$ cat config.mk
export PLATFORM = sky130hd
export DESIGN_NAME = lab3_digit_display
export DESIGN_NICKNAME = d
export VERILOG_FILES = /design/src/rtl/lab3_digit_display.sv
export SDC_FILE = /design/constraint.sdc
export NUM_CORES = 1
export LEC_CHECK = 0
export BUFFER_PORTS_ARGS = -buffer_cell sky130_fd_sc_hd__buf_2
export CAP_MARGIN = 0
export CORE_MARGIN = 2
export CORE_UTILIZATION = 30
export CTS_BUF_LIST = sky130_fd_sc_hd__clkbuf_2
export DETAILED_ROUTE_END_ITERATION = 7
export PLACE_DENSITY = 0.51
export SLEW_MARGIN = 20
export SYNTH_ARGS = -nofsm -noshare
export SYNTH_HDL_FRONTEND = slang
export SYNTH_SLANG_ARGS = --single-unit
export TNS_END_PERCENT = 10
$ cat constraint.sdc
create_clock -name int_osc -period 2.25 [get_ports int_osc]
set_clock_uncertainty 0.2 [all_clocks]
set_input_delay 0.225 -clock int_osc [delete_from_list [all_inputs] [get_ports int_osc]]
set_output_delay 0.225 -clock int_osc [all_outputs]
set_load 0.01 [all_outputs]
$ cat src/rtl/lab3_digit_display.sv
// lab3_digit_display: takes debounced keypad codes from the scanner, keeps the
// two most recent hex digits and drives a two-digit multiplexed 7-seg display.
// The newest digit is on the right (an[0]) and the older one is on the left (an[1]).

// Hex to active-low seven-segment font, bit order {g,f,e,d,c,b,a}.
// When blank is high, every segment is turned off.
module lab3_hex7seg (
    input  logic       blank,
    input  logic [3:0] digit,
    output logic [6:0] seg
);
    // font lookup with blanking override
    always_comb begin
        seg = 7'h7F;
        if (!blank) begin
            case (digit)
                4'h0: seg = 7'h40;
                4'h1: seg = 7'h79;
                4'h2: seg = 7'h24;
                4'h3: seg = 7'h30;
                4'h4: seg = 7'h19;
                4'h5: seg = 7'h12;
                4'h6: seg = 7'h02;
                4'h7: seg = 7'h78;
                4'h8: seg = 7'h00;
                4'h9: seg = 7'h10;
                4'hA: seg = 7'h08;
                4'hB: seg = 7'h03;
                4'hC: seg = 7'h46;
                4'hD: seg = 7'h21;
                4'hE: seg = 7'h06;
                default: seg = 7'h0E;
            endcase
        end
    end
endmodule

module lab3_digit_display #(
    parameter int REFRESH_DIV = 24000,
    parameter int CW          = 15
) (
    input  logic       int_osc,
    input  logic       reset,
    input  logic [7:0] keypress,
    input  logic       alarm,
    output logic [6:0] seg,
    output logic [1:0] an,
    output logic [3:0] digit_new,
    output logic [3:0] digit_old,
    output logic       key_strobe
);
    localparam logic [CW-1:0] CNT_LAST = CW'(REFRESH_DIV - 1);

    logic          alarm_q;
    logic          press_evt;
    logic          new_valid;
    logic          old_valid;
    logic [CW-1:0] refresh_cnt;
    logic          sel;

    logic [1:0]    col_idx;
    logic [1:0]    row_idx;
    logic          col_ok;
    logic          row_ok;
    logic [3:0]    dec_digit;
    logic          dec_ok;

    logic [3:0]    show_digit;
    logic          show_blank;

    // A new press is the first cycle in which alarm is high. Holding the key
    // keeps alarm_q high, so the same press never fires a second event.
    assign press_evt = alarm & ~alarm_q;

    // Column and row indices come from one-hot-low nibbles. Any other
    // pattern (no bit low, or several bits low) is rejected.
    always_comb begin
        col_idx = 2'd0;
        col_ok  = 1'b1;
        case (keypress[7:4])
            4'b1110: col_idx = 2'd0;
            4'b1101: col_idx = 2'd1;
            4'b1011: col_idx = 2'd2;
            4'b0111: col_idx = 2'd3;
            default: col_ok  = 1'b0;
        endcase
        row_idx = 2'd0;
        row_ok  = 1'b1;
        case (keypress[3:0])
            4'b1110: row_idx = 2'd0;
            4'b1101: row_idx = 2'd1;
            4'b1011: row_idx = 2'd2;
            4'b0111: row_idx = 2'd3;
            default: row_ok  = 1'b0;
        endcase
    end

    // Keypad layout: row 0 = 1 2 3 A, row 1 = 4 5 6 B, row 2 = 7 8 9 C,
    // row 3 = E 0 F D (index order is {row, col}).
    always_comb begin
        dec_ok = col_ok & row_ok;
        case ({row_idx, col_idx})
            4'b00_00: dec_digit = 4'h1;
            4'b00_01: dec_digit = 4'h2;
            4'b00_10: dec_digit = 4'h3;
            4'b00_11: dec_digit = 4'hA;
            4'b01_00: dec_digit = 4'h4;
            4'b01_01: dec_digit = 4'h5;
            4'b01_10: dec_digit = 4'h6;
            4'b01_11: dec_digit = 4'hB;
            4'b10_00: dec_digit = 4'h7;
            4'b10_01: dec_digit = 4'h8;
            4'b10_10: dec_digit = 4'h9;
            4'b10_11: dec_digit = 4'hC;
            4'b11_00: dec_digit = 4'hE;
            4'b11_01: dec_digit = 4'h0;
            4'b11_10: dec_digit = 4'hF;
            default:  dec_digit = 4'hD;
        endcase
    end

    // Edge detector and two-deep digit history. A valid press shifts the
    // history and raises a one-cycle strobe. An invalid press is dropped,
    // but alarm_q still tracks alarm so a held bad code is not retried.
    always_ff @(posedge int_osc) begin
        if (reset) begin
            alarm_q    <= 1'b0;
            digit_new  <= 4'h0;
            digit_old  <= 4'h0;
            new_valid  <= 1'b0;
            old_valid  <= 1'b0;
            key_strobe <= 1'b0;
        end else begin
            alarm_q    <= alarm;
            key_strobe <= press_evt & dec_ok;
            if (press_evt && dec_ok) begin
                digit_old <= digit_new;
                old_valid <= new_valid;
                digit_new <= dec_digit;
                new_valid <= 1'b1;
            end
        end
    end

    // Refresh divider. The select bit flips on each wrap, so every digit is
    // lit for REFRESH_DIV cycles. This runs independently of the key path.
    always_ff @(posedge int_osc) begin
        if (reset) begin
            refresh_cnt <= '0;
            sel         <= 1'b0;
        end else if (refresh_cnt == CNT_LAST) begin
            refresh_cnt <= '0;
            sel         <= ~sel;
        end else begin
            refresh_cnt <= refresh_cnt + 1'b1;
        end
    end

    // Select the slot being shown. A slot that has never been filled is blank.
    always_comb begin
        an         = sel ? 2'b01 : 2'b10;
        show_digit = sel ? digit_old : digit_new;
        show_blank = sel ? ~old_valid : ~new_valid;
    end

    lab3_hex7seg u_font (
        .blank (show_blank),
        .digit (show_digit),
        .seg   (seg)
    );
endmodule

==> metrics.md <==
| Metric | Value |
|---|---|
| Status | finished with violations |
| Failing checks | negative setup slack |
| Clock Path Buffers | 2 |
| Number of library cell types mapped by synthesis | 44 |
| Via/cell ratio | 4.68 |
| Post-Synthesis Cell Area | 1720 um^2 |
| Core box area | roughly 5500 um^2 |
| Dominant synthesized flop cell | dfxtp_1 |
| Post-Route WL | 3700 um |
| Clk_lat worst skew | 0.34 ns |
| Sw frac | 0.267 |
| Boundary Pins | 29 |
| Final #Nets | 274 |
| Highest clock rate | 437 MHz |
| Total CTS buffers | 3 |
| Worst Tran Pin Value | approximately 0.39 ns |
| Filler cells | 590 |
| Die Ht | approximately 80 um |
| Router iterations before antenna repair | 4 |
| Row Count | 27 |
| CP startpoint kind | flip-flop |
| Total power | 0.816 mW |
| Crit path time final | 2.29 ns |
| MaxCap Viol Count | 0 |
| WS Path Type | reg -> out |
| Average size of a mapped cell | 8.33 um^2 |
| Slew Viols, Final | 0 |
| DRC Markers | 0 |
| Setup violations, final | 4 |
| HPWL after detailed placement | 2670 um |
| Count of state elements after synthesis | 28 |
| Switching Power | 0.218 mW |
| Synth warnings | 0 |
| Pwr/cell area | 372 nW/um^2 |
| Post-synth net total | 230 |
| Initial Util | 0.311 |
| Mapped Cells | 207 |
| Relative slew slack | 0.740 |
| Routed WL per cell | between 10 and 15 um |
| Clk sinks | 28 |
| Worst Path Arrival | approximately 1.9 ns |
| Critical Path Fanout Max | 4 |
| Async set-reset flop share out of synthesis | 0 |
| CP Capture Type | output port |
| CP cell instances | mux2_4, buf_4, ha_4, nand2_2, o21ai_0, nand2_1, nand3_1, buf_2 |
| CTS H-tree lvls | 1 |
| Via count | 1503 |
| Reg clk slew, reported paths | roughly 0.25 ns |
| Final GP Congestion | 0.780 |
| Antenna diodes | 0 |
| Clock share of power | 0.217 |
| Min-Delay Path Class | in -> reg |
| Initial antenna violation count | 0 |
| Final core utilization | 0.396 |
| Layout cells sized above 1 | 0.301 |
| Largest net degree at the start of global routing | 15 |
| Aggregate global routing overflow | 0 |
| Vias in the first global route | around 1400 |
| EDFF count, synth | 0 |
| Comb pwr share | 0.157 |
| Final Hold Viols | 0 |
| Slowest cell delay on critical path | approximately 0.43 ns |
| Leak pwr | 0.890 nW |
| First-pass GRT wire length | 6150 um |
| CTS tree | yes |
| Final WS setup | -0.0400 ns |
| Period utilization | 1.02 |
| Violation count after the first detailed-routing iteration | 39 |
| Layout Area Growth over Synthesis | 27.1% |
| Worst Hold Slack | about 0.025 ns |
| WP data required | 1.82 ns |
| Die X-Extent | 79.8 um |
| Port Buf Inserts | 28 |
| Sequential Power Share | 0.626 |
| Peak supply drop | 0.217 mV |
| Total global-route track usage | 0.118 |
| Antenna-violating nets left | 0 |
| Register area share after synthesis | 0.325 |
| Die area | 6370 um^2 |
| RSZ-0062 raised after global routing | true |
| CTS root buffer | clkbuf_2 |
| Crit-path slowest cell | dfxtp_4 |
| Int Pwr | 0.598 mW |
routing by layer:
layer | wire [um] | part of all wire | track usage | vias to the layer above
met5 | 0 | 0 | 0 | -
li1 | - | - | - | 799
met1 | 1780 | 0.48 | 0.141 | 675
met3 | 138 | 0.037 | 0.0271 | 4
met2 | 1760 | 0.48 | 0.214 | 25
met4 | 24 | 0.0065 | 0.0254 | 0
cell type report:
| cell class | instances | area [um^2] | area share |
|---|---|---|---|
| clock buffers | 3 | 15.0 | 0.00685 |
| inverters | 12 | 52.6 | 0.0240 |
| multi-input cells | 160 | 1170 | 0.534 |
| flip-flops and latches | 28 | 566 | 0.258 |
| well taps | 72 | 90.1 | 0.0411 |
| repair buffers | 46 | 299 | 0.136 |
logic make-up after synthesis:
logic type	Yosys count	synth area share
multiplexers	11	0.0668
adder cells (fa/ha/maj)	12	0.0871
AND/OR/NAND/NOR	86	0.232
AO/OA/AOI/OAI	34	0.145
buffers and inverters	19	0.0573
XOR/XNOR	17	0.0864
flip-flops	28	0.325
final timing paths:
path / from / endpoint / slack, ns / cells past startpoint
max reg2reg: refresh_cnt[0] / refresh_cnt[13] / 0.25 / 7
min: keypress[0] / digit_new[2] / 0.02 / 3
min reg2reg: refresh_cnt[0] / refresh_cnt[0] / 0.29 / 1
max: sel / seg[6] / -0.04 / 8
registers in the layout, summed over array words and instances, names as in the netlist:
| signal | flops |
|---|---|
| refresh_cnt | 15 |
| digit_new | 4 |
| digit_old | 4 |
| alarm_q | 1 |
| key_strobe | 1 |
| new_valid | 1 |
| old_valid | 1 |
| sel | 1 |
power by group through the flow:
| stage | registers, mW | logic, mW | clock network (mW) |
|---|---|---|---|
| global route | 0.513 | 0.144 | 0.211 |
| detailed placement | 0.521 | 0.113 | 0 |
| global placement | 0.521 | 0.113 | 0 |
| CTS | 0.511 | 0.122 | 0.191 |
| floorplan | 0.520 | 0.0767 | 0 |
| finish | 0.511 | 0.128 | 0.177 |
Yosys cell counts, types with 4 or more instances:
| library cell | instances | share of area |
|---|---|---|
| nor2_1 | 34 | 0.074 |
| xnor2_1 | 9 | 0.046 |
| nand2b_1 | 4 | 0.015 |
| xor2_1 | 8 | 0.041 |
| mux2i_1 | 7 | 0.041 |
| a21oi_1 | 9 | 0.026 |
| o21ai_0 | 6 | 0.017 |
| inv_1 | 12 | 0.026 |
| dfxtp_1 | 28 | 0.33 |
| nand3_1 | 11 | 0.032 |
| nand2_1 | 23 | 0.050 |
| ha_1 | 12 | 0.087 |
worst max-delay path: cells and delay by family (launching register included):
family          cells  cell delay (ns)
simple gates        3             0.19
fa+ha+maj           1             0.16
flops               1             0.43
buf+inv             2             0.31
compound gates      1             0.07
mux                 1             0.35
placed cells by master, fill, tap and decap left out, drive strengths merged, types with 3 or more instances in the layout:
master / count
a21oi: 9
buf: 43
clkbuf: 3
dfxtp: 28
dlygate4sd3: 3
ha: 12
inv: 12
mux2: 4
mux2i: 7
nand2: 23
nand2b: 4
nand3: 11
nor2: 34
nor3: 3
o21ai: 7
o221ai: 4
xnor2: 9
xor2: 8
through the flow:
stage,setup TNS (ns),area (um^2),std cells,worst slack [ns]
6_report,-0.118,2190,321,-0.0400
2_1_floorplan,0,1720,207,0.159
5_1_grt,-0.838,2190,321,-0.173
3_3_place_gp,0,1970,309,0.178
4_1_cts,-0.245,2110,318,-0.0605
3_5_place_dp,0,1970,309,0.174
timing repair:
item	in CTS	in global routing
gates resized for setup	20	12
setup buffers	3	3
pin swaps	2	4
hold buffers	3	0
setup endpoints to repair	7	7
hold endpoints to repair	10	0
Power figures use the tool's default switching activity.
